File: src/rtl/shift_sub_divide.sv
// shift_sub_divide: unsigned restoring divider, one quotient bit per clock.
//
// Ports:
//   clk          rising-edge clock
//   reset        synchronous active-high reset
//   start        request; accepted only while idle
//   dividend     n-bit unsigned dividend, captured on the accepting edge
//   divisor      n-bit unsigned divisor, captured on the accepting edge
//   quotient     registered quotient, held until the next completion
//   remainder    registered remainder, held until the next completion
//   busy         high while a division is iterating
//   done         one-cycle pulse in the cycle the results become valid
//   div_by_zero  set with done when the captured divisor was zero;
//                held until the next accepted start
//
// A nonzero divisor produces done exactly n cycles after the accepting edge.
// A zero divisor never enters RUN; results appear one cycle after acceptance.
module shift_sub_divide #(
  parameter int n = 32
) (
  input  logic         clk,
  input  logic         reset,
  input  logic         start,
  input  logic [n-1:0] dividend,
  input  logic [n-1:0] divisor,
  output logic [n-1:0] quotient,
  output logic [n-1:0] remainder,
  output logic         busy,
  output logic         done,
  output logic         div_by_zero
);

  localparam int CW = (n > 1) ? $clog2(n) : 1;

  typedef enum logic {IDLE, RUN} state_t;

  state_t         state, state_nx;
  logic [n-1:0]   a;      // partial remainder; always < M, so n bits suffice
  logic [n-1:0]   q;
  logic [n:0]     m;
  logic [CW-1:0]  count;

  logic [n:0]     a_sh;   // A after the {A,Q} shift: n+1 bits wide
  logic [n:0]     t;
  logic [n-1:0]   a_nx;
  logic [n-1:0]   q_nx;
  logic           last;
  logic           div_zero_in;

  always_comb begin
    a_sh        = {a, q[n-1]};
    t           = a_sh - m;
    // Restoring step: keep the difference only when it did not go negative.
    a_nx        = t[n] ? a_sh[n-1:0] : t[n-1:0];
    q_nx        = {q[n-2:0], ~t[n]};
    last        = (count == CW'(n - 1));
    div_zero_in = (divisor == '0);

    state_nx = state;
    case (state)
      IDLE: if (start && !div_zero_in) state_nx = RUN;
      RUN:  if (last)                  state_nx = IDLE;
      default: state_nx = IDLE;
    endcase
  end

  always_ff @(posedge clk) begin
    if (reset) begin
      state       <= IDLE;
      a           <= '0;
      q           <= '0;
      m           <= '0;
      count       <= '0;
      quotient    <= '0;
      remainder   <= '0;
      busy        <= 1'b0;
      done        <= 1'b0;
      div_by_zero <= 1'b0;
    end else begin
      state <= state_nx;
      busy  <= (state_nx == RUN);
      done  <= 1'b0;
      case (state)
        IDLE: begin
          if (start) begin
            div_by_zero <= div_zero_in;
            if (div_zero_in) begin
              quotient  <= '1;
              remainder <= dividend;
              done      <= 1'b1;
            end else begin
              a     <= '0;
              q     <= dividend;
              m     <= {1'b0, divisor};
              count <= '0;
            end
          end
        end
        RUN: begin
          a     <= a_nx;
          q     <= q_nx;
          count <= count + 1'b1;
          if (last) begin
            quotient  <= q_nx;
            remainder <= a_nx;
            done      <= 1'b1;
          end
        end
        default: ;
      endcase
    end
  end

endmodule

File: config.mk
export PLATFORM = sky130hd
export DESIGN_NAME = shift_sub_divide
export DESIGN_NICKNAME = d
export VERILOG_FILES = /design/src/rtl/shift_sub_divide.sv
export SDC_FILE = /design/constraint.sdc
export NUM_CORES = 1
export LEC_CHECK = 0
export CORE_UTILIZATION = 50
export DETAILED_ROUTE_END_ITERATION = 16
export DONT_BUFFER_PORTS = 1
export PLACE_DENSITY = 0.73
export SLEW_MARGIN = 5
export SYNTH_ARGS = -nofsm -noshare
export SYNTH_HDL_FRONTEND = slang
export SYNTH_SLANG_ARGS = --single-unit
File: constraint.sdc
create_clock -name clk -period 6.5 [get_ports clk]
set_input_delay 0.325 -clock clk [delete_from_list [all_inputs] [get_ports clk]]
set_output_delay 0.325 -clock clk [all_outputs]
set_load 0.05 [all_outputs]
# Word level (Yosys, flattened, before mapping)
# Index checks and enable logic that the tools add are counted.
# Widths: inputs -> output; s select.
[word_totals]
ff_bits = 168
inputBits = 67
elab_cells = 51
[op_classes]
add_sub_neg = 2
n_eq_ne = 5
mux = 25
bitwise = 3
reduce_logical = 7
[ops]
columns = ["op", "count"]
rows = [
  ["$mux 32", 11],
  ["$pmux 32 s2", 4],
  ["$sub 33x32->33", 1],
  ["$logic_not 32->1", 1],
  ["$mux 5", 2],
  ["$pmux 5 s2", 1],
  ["$ne 2x2->1 const B", 3],
  ["$reduce_and 3->1", 2],
  ["$add 5x1->5 const B", 1],
  ["$eq 5x5->1 const B", 1],
  ["$mux 1", 5],
  ["$pmux 1 s2", 2],
  ["$reduce_and 2->1", 2],
  ["$not 1->1", 3],
  ["$ne 2x1->1 const B", 1],
  ["$logic_and 1x1->1", 1],
  ["$logic_not 1->1", 1],
]

# Depth between registers and ports, before layout
[depth]
word_depth = 5
depth_mapped = 14
ltp_nobuf = 12

# Worst setup path after synthesis
# Ideal clock, no wire load.
[synth_timing]
path_kind = "reg2reg"
start = "register m[17]"
end = "register remainder[22]"
setup_ns = 0.091
arrival_time_ns = 2.884
t_required_ns = 6.409
path_slack_ns = 3.525
path_stages_with_launch = 15
n_path_buf = 3
synth_period_minus_slack_ns = 2.975
path_cell_list = "dfxtp_1 -> inv_1 -> ha_1 -> buf_6 -> a211o_1 -> a21oi_2 -> a221o_1 -> nand3_1 -> o31ai_4 -> mux2_2 -> nand2_1 -> buf_2 -> buf_2 -> nand3_1 -> a311oi_1"
[synth_via]
elab_chain_len = 4
[synth_rtl]
columns = ["item", "line_no", "rtl"]
rows = [
  ["start, declared", "40", "logic [n:0] m;"],
  ["start signal, assigned", "94", "m <= {1'b0, divisor};"],
  ["$sub 33x32->33", "52", "t = a_sh - m;"],
  ["$mux 32", "54", "a_nx = t[n] ? a_sh[n-1:0] : t[n-1:0];"],
  ["$mux 32", "103", "if (last) begin"],
  ["$pmux 32 s2", "83", "case (state)"],
  ["end signal, assigned", "89", "remainder <= dividend;"],
  ["end signal, assigned", "105", "remainder <= a_nx;"],
  ["end, declared", "27", "output logic [n-1:0] remainder,"],
]
# Every way passes these cells. The select of a mux whose other input is x is not followed.
# A chain may end at the register's enable or synchronous reset.

# Worst setup path in the final report
[layout_timing]
start = "register q[31]"
end = "register remainder[17]"
[layout_via]
elab_chain_len = 4
[layout_rtl]
columns = ["item", "line_no", "rtl"]
rows = [
  ["start, declared", "39", "logic [n-1:0] q;"],
  ["start signal, assigned", "93", "q <= dividend;"],
  ["start signal, assigned", "101", "q <= q_nx;"],
  ["$sub 33x32->33", "52", ""],
  ["$mux 32", "54", ""],
  ["$mux 32", "103", ""],
  ["$pmux 32 s2", "83", ""],
]
# Every way passes these cells. The select of a mux whose other input is x is not followed.

==> results.toml <==
[status]
outcome = "completed"

[yosys]
synth_area_sq_mm = 0.00866
synth_compound_area_frac = 0.299
synth_fa_ha_area_frac = 0.0514
synth.most_common_cell = "dfxtp_1"
ys_warn_count = 0
ys_ff_latch = 168
yosysTopAreaCell = "dfxtp_1"
yosys.area_share.simple = 0.169
yosys-mux-area-fraction = 0.0121
synth_top_family_by_area = "compound AO/OA/AOI/OAI gates"
syn_inst = 1043
synth.distinct_cells = 65
synth_top_area_share = 0.388
synth_edf_count = 0
synthXorXnorAreaFrac = 0.0243
seq_area_frac_synth = 0.388
synth.top_cells.by_count = "168 x dfxtp_1, 150 x nand2_1, 108 x a21oi_1"
synthesis.nets = 1145
dominantRegCellSynth = "dfxtp_1"
synth.top_cells.by_area = "dfxtp_1 39%, nand2_1 6.5%, a21oi_1 6.2%"
async_flop_share = 0
syn_area_per_cell_sq_um = 8.30

[clock_tree]
clockBufferDepth = 2
clock_sinks = 168
worstSkewPairLatency_ps = 430
cts_root_buffer = "clkbuf_16"
htreeDepth = 4
hold_buffers = 2
cts.clk_slew.worst_paths_ps = 70
cts_setup_buffers = 0
cts_inserted_buffers = 17
postCtsResizedCells = 0
cts_tree = "done"

[route]
wl_met1_um = 11300
first_pass_iters = 6
drc = 0
drtIter0Drc = 879
vias = 7822
dr.max_layer_used = "met4"
wl_per_cell_um = 19.3
wirelength_um = 23800
met2WireLength_um = 10000
antenna_left = 0
post_drt_via_cell_ratio = 6.34
met3_length_um = 2300

[worst_setup_path]
worstPathRequired_ps = 6830
r2r-start = "q[31]"
critical_path.max_fanout = 16
crit_type = "reg2reg"
worstSetupStartpoint = "q[31]"
critPathLaunchType = "flop"
critPathArrivalTime_ps = 4070
r2r_cells = 12
end_kind = "flop"
r2r_setup_slack_ps = 2760

[place]
io_buffers = 0
postPlaceCellArea_sq_mm = 0.00875
routabilityCongestion = 0.912
dpl.hpwl_um = 16800

[sta]
max_freq_mhz = 268
rsz0062_at_grt = "false"
setup_viol = 0
fin_crit_sh = 0.575
finalHoldViolCount = 0
max_slew_margin = 0.249
period_needed_ps = 3740
fin_setup_tns_ps = 0
fin_skew_ps = 7.26
holdWs_ps = 20.7
tightestPinTransition_ps = 1100
slew_violations = 0

[grt]
antenna_found_initial = 0
grt_max_degree = 98
grt_overflow = 0
grt_first_pass_wirelength_um = 38400
grt_usage = 0.270
grt_pass1_vias = 7164

[worst_hold_path]
holdPathStages = 2
min_path_type = "in2reg"
worstHoldStart = "divisor[28]"

[floorplan]
die-area_sq_mm = 0.0179
ios = 134
start_util = 0.517
rows = 47
die_h_um = 134
die_w_um = 134
core_area_sq_mm = 0.0168

[finish]
fin_area_sq_mm = 0.00940
n_fill_cell = 1538
nets = 1103
finish.utilization = 0.561
drive_gt1_frac = 0.104
area_delta_synth_final_pct = 8.49
antenna_cells = 0

[power_and_ir_drop]
cellPowerDensity_mw_per_mm2 = 317
vdd_drop_max_mv = 0.224
power_leakage_nw = 3.62
p_total_mw = 2.98

[run]
cap_violations = 0
path summary, 6_finish.rpt:
| kind | end |
|---|---|
| worst min-delay path | m[28] |
| worst min register to register | m[25] |
| worst max-delay path | remainder[17] |
| worst max register to register | remainder[17] |
report_power, final:
group | leakage [nW] | internal (mW) | switching [mW]
clock network | 0.288 | 0.525 | 0.479
registers | 1.37 | 1.08 | 0.0493
logic | 1.96 | 0.310 | 0.543
total | 3.62 | 1.91 | 1.07
critical path: stages, from the launching register on:
cell and delay (ps):
dfxtp_1 330, inv_1 60, ha_1 210, fa_1 380
nor2b_1 210, o2111a_1 250, o21ai_1 100, a21oi_2 230
o31ai_4 120, mux2i_2 890, o21ai_0 300, and3_1 280
o41ai_1 280
layout by cell type, fill, tap and decap left out, types with 5 or more instances in the layout:
cell       Yosys  layout
dfxtp_1      168     167
nand2_1      150     150
a21oi_1      108     107
nor2_1        60      58
inv_1         46      45
o21ai_0       40      40
a22oi_1       34      34
ha_1          34      34
o221a_2       32      32
nand3_1       27      27
a21o_1        25      25
nor3_1        21      21
a211oi_1      21      21
clkbuf_16      0      17
o41ai_1       15      15
a31oi_1       13      13
xnor2_1       13      13
a22o_1        13      13
xor2_1        11      11
nor4_1        11      11
buf_4          0      11
o21a_1         9       9
o211ai_1       8       8
mux2i_1        8       8
nand4_1        8       8
o31ai_1        7       7
and4_1         7       7
nor2b_1        7       7
nor3_2         7       7
a311oi_1       5       5
and3_1         5       5
cell type report:
type                    instances  area, sq um  share of cell area
multi-input cells             753         4850               0.516
flip-flops and latches        168         3370               0.358
clock buffers                  18          439              0.0467
well taps                     220          275              0.0293
inverters                      47          176              0.0188
clock inverters                14          159              0.0169
repair buffers                 14          130              0.0138
logic make-up after synthesis:
group,Yosys count
muxes,10
xor gates and xnor gates,24
DFF,168
AOI/OAI and AO/OA,366
buffers and inverters,122
adders and majority gates,35
and+or+nand+nor,318
layer usage:
metal  global-route usage  vias to the layer above
met2                0.388                      361
met5                    0                        -
met3               0.0677                       22
met4               0.0713                        0
li1                     -                     3761
met1                0.398                     3678
state kept, by name, summed over array words and instances, names as in the netlist:
| signal | count |
|---|---|
| remainder | 32 |
| done | 1 |
| div_by_zero | 1 |
| m | 32 |
| quotient | 32 |
| q | 32 |
| count | 5 |
| state | 1 |
| a | 32 |
metrics by stage:
stage	cells	setup WS, ps
3_5_place_dp	1199	2840
6_report	1234	2760
5_1_grt	1234	2570
2_1_floorplan	1043	3520
3_3_place_gp	1199	2950
4_1_cts	1233	2780
Power figures use the tool's default switching activity.
